## config.mk

```make
export PLATFORM = sky130hd
export DESIGN_NAME = tracer_rx_arbiter
export DESIGN_NICKNAME = d
export VERILOG_FILES = /design/src/rtl/tracer_pkg.sv /design/src/rtl/tracer_rr_picker.sv /design/src/rtl/tracer_rx_arbiter.sv
export SDC_FILE = /design/constraint.sdc
export NUM_CORES = 1
export LEC_CHECK = 0
export BUFFER_PORTS_ARGS = -buffer_cell sky130_fd_sc_hd__buf_2
export CAP_MARGIN = 20
export CORE_MARGIN = 2
export CORE_UTILIZATION = 40
export CTS_CLUSTER_DIAMETER = 200
export DETAILED_ROUTE_END_ITERATION = 6
export PLACE_DENSITY_LB_ADDON = 0.15
export RECOVER_POWER = 50
export SETUP_SLACK_MARGIN = 0.02
export SLEW_MARGIN = 20
export SYNTH_ARGS = -nofsm -noshare
export SYNTH_HDL_FRONTEND = slang
export SYNTH_SLANG_ARGS = --single-unit
```

## constraint.sdc

```tcl
create_clock -name clk_i -period 2.7 [get_ports clk_i]
set_input_delay 0.135 -clock clk_i [delete_from_list [all_inputs] [get_ports clk_i]]
set_output_delay 0.135 -clock clk_i [all_outputs]
set_load 0.1 [all_outputs]
```

## src/rtl/tracer_pkg.sv

```systemverilog
// rtl/tracer_pkg.sv - shared arbiter state type and uDMA constants for the tracer RX path
package tracer_pkg;

  typedef enum logic {
    ARB_IDLE = 1'b0,
    ARB_LOCK = 1'b1
  } arb_state_e;

  localparam logic [1:0] UDMA_SIZE_16 = 2'b01;
  localparam int TIMEOUT_CYCLES_DEFAULT = 256;

endpackage

```

## src/rtl/tracer_rr_picker.sv

```systemverilog
// rtl/tracer_rr_picker.sv - first set request bit at or after a rotating start index
module tracer_rr_picker #(
  parameter int N     = 4,
  parameter int IDX_W = $clog2(N)
) (
  input  logic [N-1:0]     req_i,
  input  logic [IDX_W-1:0] ptr_i,
  output logic [N-1:0]     gnt_o,
  output logic [IDX_W-1:0] idx_o,
  output logic             any_o
);

  logic [IDX_W-1:0] kk;

  // Scan from the farthest offset down so the nearest requester wins last.
  always_comb begin
    gnt_o = '0;
    idx_o = '0;
    any_o = 1'b0;
    kk    = '0;
    for (int off = N - 1; off >= 0; off--) begin
      kk = IDX_W'((int'(ptr_i) + off) % N);
      if (req_i[kk]) begin
        gnt_o     = '0;
        gnt_o[kk] = 1'b1;
        idx_o     = kk;
        any_o     = 1'b1;
      end
    end
  end

endmodule

```

## src/rtl/tracer_rx_arbiter.sv

```systemverilog
// rtl/tracer_rx_arbiter.sv - packet-locked round-robin arbiter feeding the uDMA RX data port
// Define TRACER_RX_ARB_WATCHDOG_EN to reclaim the channel from a source that stalls mid-packet.
module tracer_rx_arbiter
  import tracer_pkg::*;
#(
  parameter int NUM_SRC        = 4,
  parameter int DATA_WIDTH     = 16,
  parameter int TIMEOUT_CYCLES = TIMEOUT_CYCLES_DEFAULT,
  parameter int CNT_WIDTH      = 8
) (
  input  logic                          clk_i,
  input  logic                          rst_i,
  input  logic                          en_i,
  input  logic [NUM_SRC*DATA_WIDTH-1:0] src_data_i,
  input  logic [NUM_SRC-1:0]            src_valid_i,
  input  logic [NUM_SRC-1:0]            src_last_i,
  output logic [NUM_SRC-1:0]            src_ready_o,
  output logic [1:0]                    data_rx_datasize_o,
  output logic [DATA_WIDTH-1:0]         data_rx_data_o,
  output logic                          data_rx_valid_o,
  input  logic                          data_rx_ready_i,
  output logic [NUM_SRC-1:0]            grant_o,
  output logic                          busy_o,
  output logic [CNT_WIDTH-1:0]          drop_cnt_o
);

  localparam int IDX_W = $clog2(NUM_SRC);

  arb_state_e            state_q;
  logic [IDX_W-1:0]      rr_q;
  logic [IDX_W-1:0]      gidx_q;
  logic [NUM_SRC-1:0]    grant_q;
  logic                  out_valid_q;
  logic [DATA_WIDTH-1:0] out_data_q;

  logic [NUM_SRC-1:0]    pick_gnt;
  logic [IDX_W-1:0]      pick_idx;
  logic                  pick_any;
  logic [DATA_WIDTH-1:0] g_data;
  logic                  g_valid;
  logic                  g_last;
  logic                  out_free;
  logic                  accept;
  logic                  stall_abort;
  logic [IDX_W-1:0]      rr_d;

  tracer_rr_picker #(.N(NUM_SRC), .IDX_W(IDX_W)) u_picker (
    .req_i (src_valid_i),
    .ptr_i (rr_q),
    .gnt_o (pick_gnt),
    .idx_o (pick_idx),
    .any_o (pick_any)
  );

  always_comb begin
    g_data = '0;
    for (int k = 0; k < NUM_SRC; k++) begin
      if (grant_q[k]) g_data = src_data_i[k*DATA_WIDTH +: DATA_WIDTH];
    end
  end

  assign g_valid  = |(src_valid_i & grant_q);
  assign g_last   = |(src_last_i & grant_q);
  assign out_free = !out_valid_q || data_rx_ready_i;
  assign accept   = (state_q == ARB_LOCK) && g_valid && out_free;
  assign rr_d     = (gidx_q == IDX_W'(NUM_SRC - 1)) ? '0 : gidx_q + 1'b1;

  assign src_ready_o        = (state_q == ARB_LOCK && out_free) ? grant_q : '0;
  assign data_rx_datasize_o = UDMA_SIZE_16;
  assign data_rx_data_o     = out_data_q;
  assign data_rx_valid_o    = out_valid_q;
  assign grant_o            = grant_q;
  assign busy_o             = (state_q == ARB_LOCK);

`ifdef TRACER_RX_ARB_WATCHDOG_EN
  localparam int STALL_W = $clog2(TIMEOUT_CYCLES + 1);

  logic [STALL_W-1:0]   stall_q;
  logic [CNT_WIDTH-1:0] drop_cnt_q;

  assign stall_abort = (state_q == ARB_LOCK) && !g_valid &&
                       (stall_q == STALL_W'(TIMEOUT_CYCLES - 1));
  assign drop_cnt_o  = drop_cnt_q;

  // Counter sits at zero while idle, so every new grant starts a fresh window.
  always_ff @(posedge clk_i) begin
    if (rst_i) begin
      stall_q    <= '0;
      drop_cnt_q <= '0;
    end else begin
      if (state_q != ARB_LOCK || accept || stall_abort) stall_q <= '0;
      else if (!g_valid)                                stall_q <= stall_q + 1'b1;
      if (stall_abort && drop_cnt_q != '1) drop_cnt_q <= drop_cnt_q + 1'b1;
    end
  end
`else
  logic unused_timeout;

  assign stall_abort    = 1'b0;
  assign drop_cnt_o     = '0;
  assign unused_timeout = (TIMEOUT_CYCLES == 0);
`endif

  always_ff @(posedge clk_i) begin
    if (rst_i) begin
      state_q     <= ARB_IDLE;
      rr_q        <= '0;
      gidx_q      <= '0;
      grant_q     <= '0;
      out_valid_q <= 1'b0;
      out_data_q  <= '0;
    end else begin
      // A held word drains independently of the FSM, even after an abort.
      if (accept) begin
        out_data_q  <= g_data;
        out_valid_q <= 1'b1;
      end else if (data_rx_ready_i) begin
        out_valid_q <= 1'b0;
      end
      case (state_q)
        ARB_IDLE: begin
          if (en_i && pick_any) begin
            grant_q <= pick_gnt;
            gidx_q  <= pick_idx;
            state_q <= ARB_LOCK;
          end
        end
        ARB_LOCK: begin
          if ((accept && g_last) || stall_abort) begin
            grant_q <= '0;
            rr_q    <= rr_d;
            state_q <= ARB_IDLE;
          end
        end
      endcase
    end
  end

endmodule

```

==> results_dict.tcl, run 1 <==
set metrics [dict create \
    synth-edff-count 0 \
    worst_slack_ps 600 \
    pwr-share-comb 0.406 \
    irDropWorstVdd_mv 0.182 \
    maxCapViolCount 0 \
    dpl_cell_area_mm2 0.00269 \
    synth.most_common_cell "dfxtp_1" \
    htreeDepth 1 \
    p_leak_nw 1.11 \
    avgSynthCellArea_um2 8.29 \
    path_class "reg2reg" \
    path_clk_slew_ps 90 \
    dp_cells 420 \
    grt_pass1_vias 2091 \
    grt.total_usage 0.209 \
    design_area_mm2 0.00272 \
    synthTopCellsByCount "dfxtp_1, nand2_1, nor2_1, nor2b_1" \
    cp_max_fo 12 \
    remaining_drc_errors 0 \
    rsz0062_at_grt "false" \
    slew_headroom 0.198 \
    ios 112 \
    gr-total-overflow 0 \
    detail-route-antenna-nets 0 \
    fin_crit_ps 2100 \
    instances_no_fill 424 \
    fin_hold_ws_ps 242 \
    yosys.area.top_type_share 0.237 \
    synth_warnings 0 \
    cts.sinks 26 \
    cts_made_buffers 3 \
    fp.dieH_um 78.1 \
    power.density_mw_per_mm2 419 \
    via_per_inst 5.68 \
    min_path_type "in2reg" \
    p_total_mw 1.14 \
    pwr-share-clk 0.224 \
    intPower_mw 0.658 \
    slew_viol_final 0 \
    skew_ps 1.91 \
    cp.required_ps 2920 \
    synth_area_leaders "dfxtp_1, o311a_1, a221oi_1, ha_1, nor2b_1" \
    routabilityCongestion 0.848 \
    outcome "complete, no violations" \
    clockBufferDepth 2 \
    clkLatencyLatePin_ps 270 \
    cts-root-buf "clkbuf_8" \
    tritoncts "done" \
    hold_buffers 0 \
    syn_area_mm2 0.00220 \
    rows 26 \
    start_util 0.422 \
    wl_mm 6.68 \
    fin_util 0.522 \
    post-cts-setup-buffers 0 \
    synth_top_cell_by_area "dfxtp_1" \
    dr.pass1.iters 5 \
    synthArstFlopShare 0 \
    fillers 554 \
    fin_tns_setup_ps 0 \
    drive_gt1_frac 0.308 \
    grt_pass1_wl_mm 10.4 \
    synthFlopType "dfxtp_1" \
    p_sw_mw 0.481 \
    drtIter0Drc 98 \
    critPathArrivalTime_ps 2320 \
    core_area_mm2 0.00520 \
    synth_cell_types 50 \
    antenna_found_initial 0 \
    port_buffers 101 \
    diodes 0 \
    dpl.hpwl_mm 5.05 \
    setup_violations 0 \
    nNetsFinal 440 \
    sw_frac_of_total 0.422 \
    hold_violations 0 \
    vias 2407 \
    cts-resized-gates 0 \
    grt_max_degree 24 \
    die_x_um 78.1 \
    die-area_mm2 0.00610 \
    post-place-ws_ps 650 \
    ys_seq_area_frac 0.237 \
    avgRoutedWirePerCell_um 15.8 \
    postSynthCellCount 265 \
    cp-end-kind "register" \
    syn_to_final_growth_pct 23.6 \
    seq_power_share 0.370 \
    tightestPinTransition_ps 1210 \
    fin_crit_sh 0.778 \
    ys_ff_latch 26 \
    max_clock_freq_mhz 476 \
    cp-start-kind "register" \
]
worst paths after layout:
path | startpoint | end | slack [ps] | cells past startpoint
min reg2reg | data_rx_data_o[1] | data_rx_data_o[1] | 490 | 2
max reg2reg | rr_q[1] | grant_o[0] | 600 | 6
max | rr_q[1] | grant_o[0] | 600 | 6
min | src_data_i[54] | data_rx_data_o[6] | 240 | 4
worst max-delay path: stages, from the launching register on:
cell,delay [ps]
dfxtp_1,340
inv_1,120
ha_1,460
or3b_1,400
a211o_1,310
a21oi_2,240
a221o_1,180
power groups by stage:
| stage | clock, mW | combinational, mW | sequential [mW] |
|---|---|---|---|
| after detailed placement | 0 | 0.465 | 0.430 |
| after floorplan | 0 | 0.239 | 0.555 |
| final | 0.255 | 0.462 | 0.421 |
| after global routing | 0.278 | 0.492 | 0.424 |
| after CTS | 0.267 | 0.467 | 0.421 |
| after global placement | 0 | 0.463 | 0.429 |
kinds of logic (layout without fill, tap and decap cells):
kind of cell,after synthesis,count (layout),synth area share
flip-flops,26,26,0.237
AO/OA/AOI/OAI,82,82,0.327
other,2,10,0.00342
buffers and inverters,44,125,0.113
AND/OR/NAND/NOR,96,96,0.229
adder cells (fa/ha/maj),9,9,0.0513
multiplexers,6,6,0.0399
final cells by class:
type                       count  area, um^2  area share
clock buffer                   4        55.1      0.0203
inverter                       8        30.0      0.0111
tap                           70        87.6      0.0322
sequential                    26         520       0.192
timing repair buffer         113         564       0.208
multi-input combinational    203        1460       0.537
cells in the final DEF, fill, tap and decap left out, types with 2 or more instances in the layout:
cell and instances:
buf_4 12, nor3_1 16, o21ai_0 3, a31oi_1 4, a21oi_2 2, nor2_1 19, a211o_2 4, a21boi_0 5
mux2i_1 2, o311a_1 16, a221o_1 6, nand2_1 19, nand4_1 8, a221oi_1 16, clkbuf_1 25, mux4_2 2
a22oi_1 2, o211ai_1 3, inv_1 7, a21oi_1 8, and3_1 4, nand3b_1 2, a211o_1 2, a22o_1 2
conb_1 10, dfxtp_1 26, mux2_2 2, buf_2 76, or3b_1 2, clkbuf_8 4, nor2b_1 18, ha_1 9
state kept, by name, indices dropped and copies added, names as in the netlist:
| signal | cells |
|---|---|
| data_rx_valid_o | 1 |
| grant_o | 4 |
| gidx_q | 2 |
| data_rx_data_o | 16 |
| rr_q | 2 |
| busy_o | 1 |
layer usage:
layer	share of wire	vias to the layer above	global-route usage
li1	-	1165	-
met1	0.44	1134	0.274
met2	0.49	104	0.355
met3	0.064	4	0.0368
met4	0.0072	0	0.0561
met5	0	-	0
(Power assumes the default switching activity.)
==> run 2: changes to the inputs <==
Clock period 2.7 ns to 1.99 ns, I/O delays scaled along.
==> results_dict.tcl, run 2 (synthesis results as in run 1) <==
set metrics [dict create \
    diodes 0 \
    rsz0062_at_grt "false" \
    hold_buffers 0 \
    cts-root-buf "clkbuf_8" \
    cp_max_fo 8 \
    pwr-share-clk 0.247 \
    whs_path_depth 4 \
    cts_made_buffers 3 \
    slew_headroom 0.193 \
    post-place-ws_ps 33.7 \
    p_sw_mw 0.666 \
    cp.buffers_inverters 1 \
    detail-route-antenna-nets 0 \
    fin_tns_setup_ps 0 \
    intPower_mw 0.937 \
    path_clk_slew_ps 90 \
    cp_slowest_cell "mux4_2" \
    rows 26 \
    crit_chain "buf_4, mux4_2, a211o_2, a31oi_1, a221o_1" \
    die-area_mm2 0.00610 \
    fp.dieH_um 78.1 \
    path_class "reg2reg" \
    wl_mm 6.94 \
    dp_cells 422 \
    pwr-share-comb 0.386 \
    hold_violations 0 \
    worst_slack_ps 124 \
    r2r_cells 5 \
    dr.pass1.iters 5 \
    gr-total-overflow 0 \
    antenna_found_initial 0 \
    die_x_um 78.1 \
    drive_gt1_frac 0.370 \
    largest_reg_flops 16 \
    ios 112 \
    setup_violations 0 \
    p_leak_nw 1.15 \
    layout_common_cells "buf_2, clkbuf_1, nand2_1, nor2_1" \
    instances_no_fill 427 \
    core_area_mm2 0.00520 \
    grt_max_degree 38 \
    vias 2390 \
    fin_crit_sh 0.938 \
    dpl.hpwl_mm 4.99 \
    nNetsFinal 443 \
    grt_pass1_wl_mm 10.7 \
    final_common_cell "buf_2" \
    clockBufferDepth 2 \
    tightestPinTransition_ps 1220 \
    cp-start-kind "register" \
    grt_pass1_vias 2083 \
    slew_viol_final 0 \
    start_util 0.422 \
    fin_hold_ws_ps 199 \
    fin_util 0.541 \
    crit_family "compound AO/OA/AOI/OAI gates" \
    critPathArrivalTime_ps 2090 \
    multi_input_area_mm2 0.00151 \
    via_per_inst 5.60 \
    syn_to_final_growth_pct 28.2 \
    min_path_type "in2reg" \
    irDropWorstVdd_mv 0.305 \
    tritoncts "done" \
    cp_slowest_stage_delay_ps 600 \
    fin_crit_ps 1870 \
    layout.area.seq_um2 538 \
    skew_ps 2.52 \
    fillers 523 \
    outcome "complete, no violations" \
    remaining_drc_errors 0 \
    maxCapViolCount 0 \
    cts.sinks 26 \
    power.density_mw_per_mm2 569 \
    cp_num_cells 5 \
    seq_power_share 0.367 \
    avgRoutedWirePerCell_um 16.2 \
    drtIter0Drc 136 \
    clkLatencyLatePin_ps 280 \
    cp-end-kind "register" \
    cp.required_ps 2210 \
    port_buffers 101 \
    htreeDepth 1 \
    sw_frac_of_total 0.415 \
    grt.total_usage 0.214 \
    max_clock_freq_mhz 536 \
    routabilityCongestion 0.933 \
]
## run 2: cell count changes in the layout (fill, tap and decap cells not counted), sizes merged
| cell | previous run | this run |
|---|---|---|
| buf | 88 | 91 |
| clkbuf | 29 | 28 |
| mux4 | 2 | 3 |
## run 2: repair_timing
item | in CTS | in global routing
cloned | 0 | 1
setup buffers | 0 | 0
gates resized for setup | 1 | 6
endpoints found under the setup margin | 3 | 5
## run 2: per-layer routing
layer / up-vias / GRT usage / wire length (um)
li1: 1184 / - / -
met1: 1103 / 0.287 / 3160
met2: 95 / 0.353 / 3190
met3: 8 / 0.0402 / 492
met4: 0 / 0.0579 / 93
met5: - / 0 / 0
## run 2: power by group through the flow
stage	sequential (mW)	combinational (mW)	clock, mW
floorplan	0.754	0.324	0
global placement	0.599	0.616	0
detailed placement	0.601	0.618	0
CTS	0.588	0.620	0.414
global route	0.594	0.657	0.432
finish	0.588	0.619	0.396
## run 2: worst paths after layout
check                     startpoint                  to  slack (ps)
hold reg to reg   data_rx_data_o[10]  data_rx_data_o[10]         490
hold / removal        src_data_i[56]   data_rx_data_o[8]         200
setup reg to reg             rr_q[1]          grant_o[0]         120
setup / recovery             rr_q[1]          grant_o[0]         120
## run 2: through the flow
stage / area (um^2) / power [mW]
after floorplan: 2250 / 1.08
after global placement: 2740 / 1.21
after detailed placement: 2740 / 1.22
after CTS: 2810 / 1.62
after global routing: 2820 / 1.68
final: 2820 / 1.60
## run 2: tightest hold or removal path: stages
cell     delay, ps
buf_2           90
nand2_1         50
o311a_1        150
nor3_1          40
## run 2: layout make-up
class / instances / share of cell area
clock buffers: 4 / 0.0235
well taps: 70 / 0.0311
repair buffers: 115 / 0.207
flip-flops and latches: 26 / 0.191
multi-input cells: 204 / 0.536
inverters: 8 / 0.0111
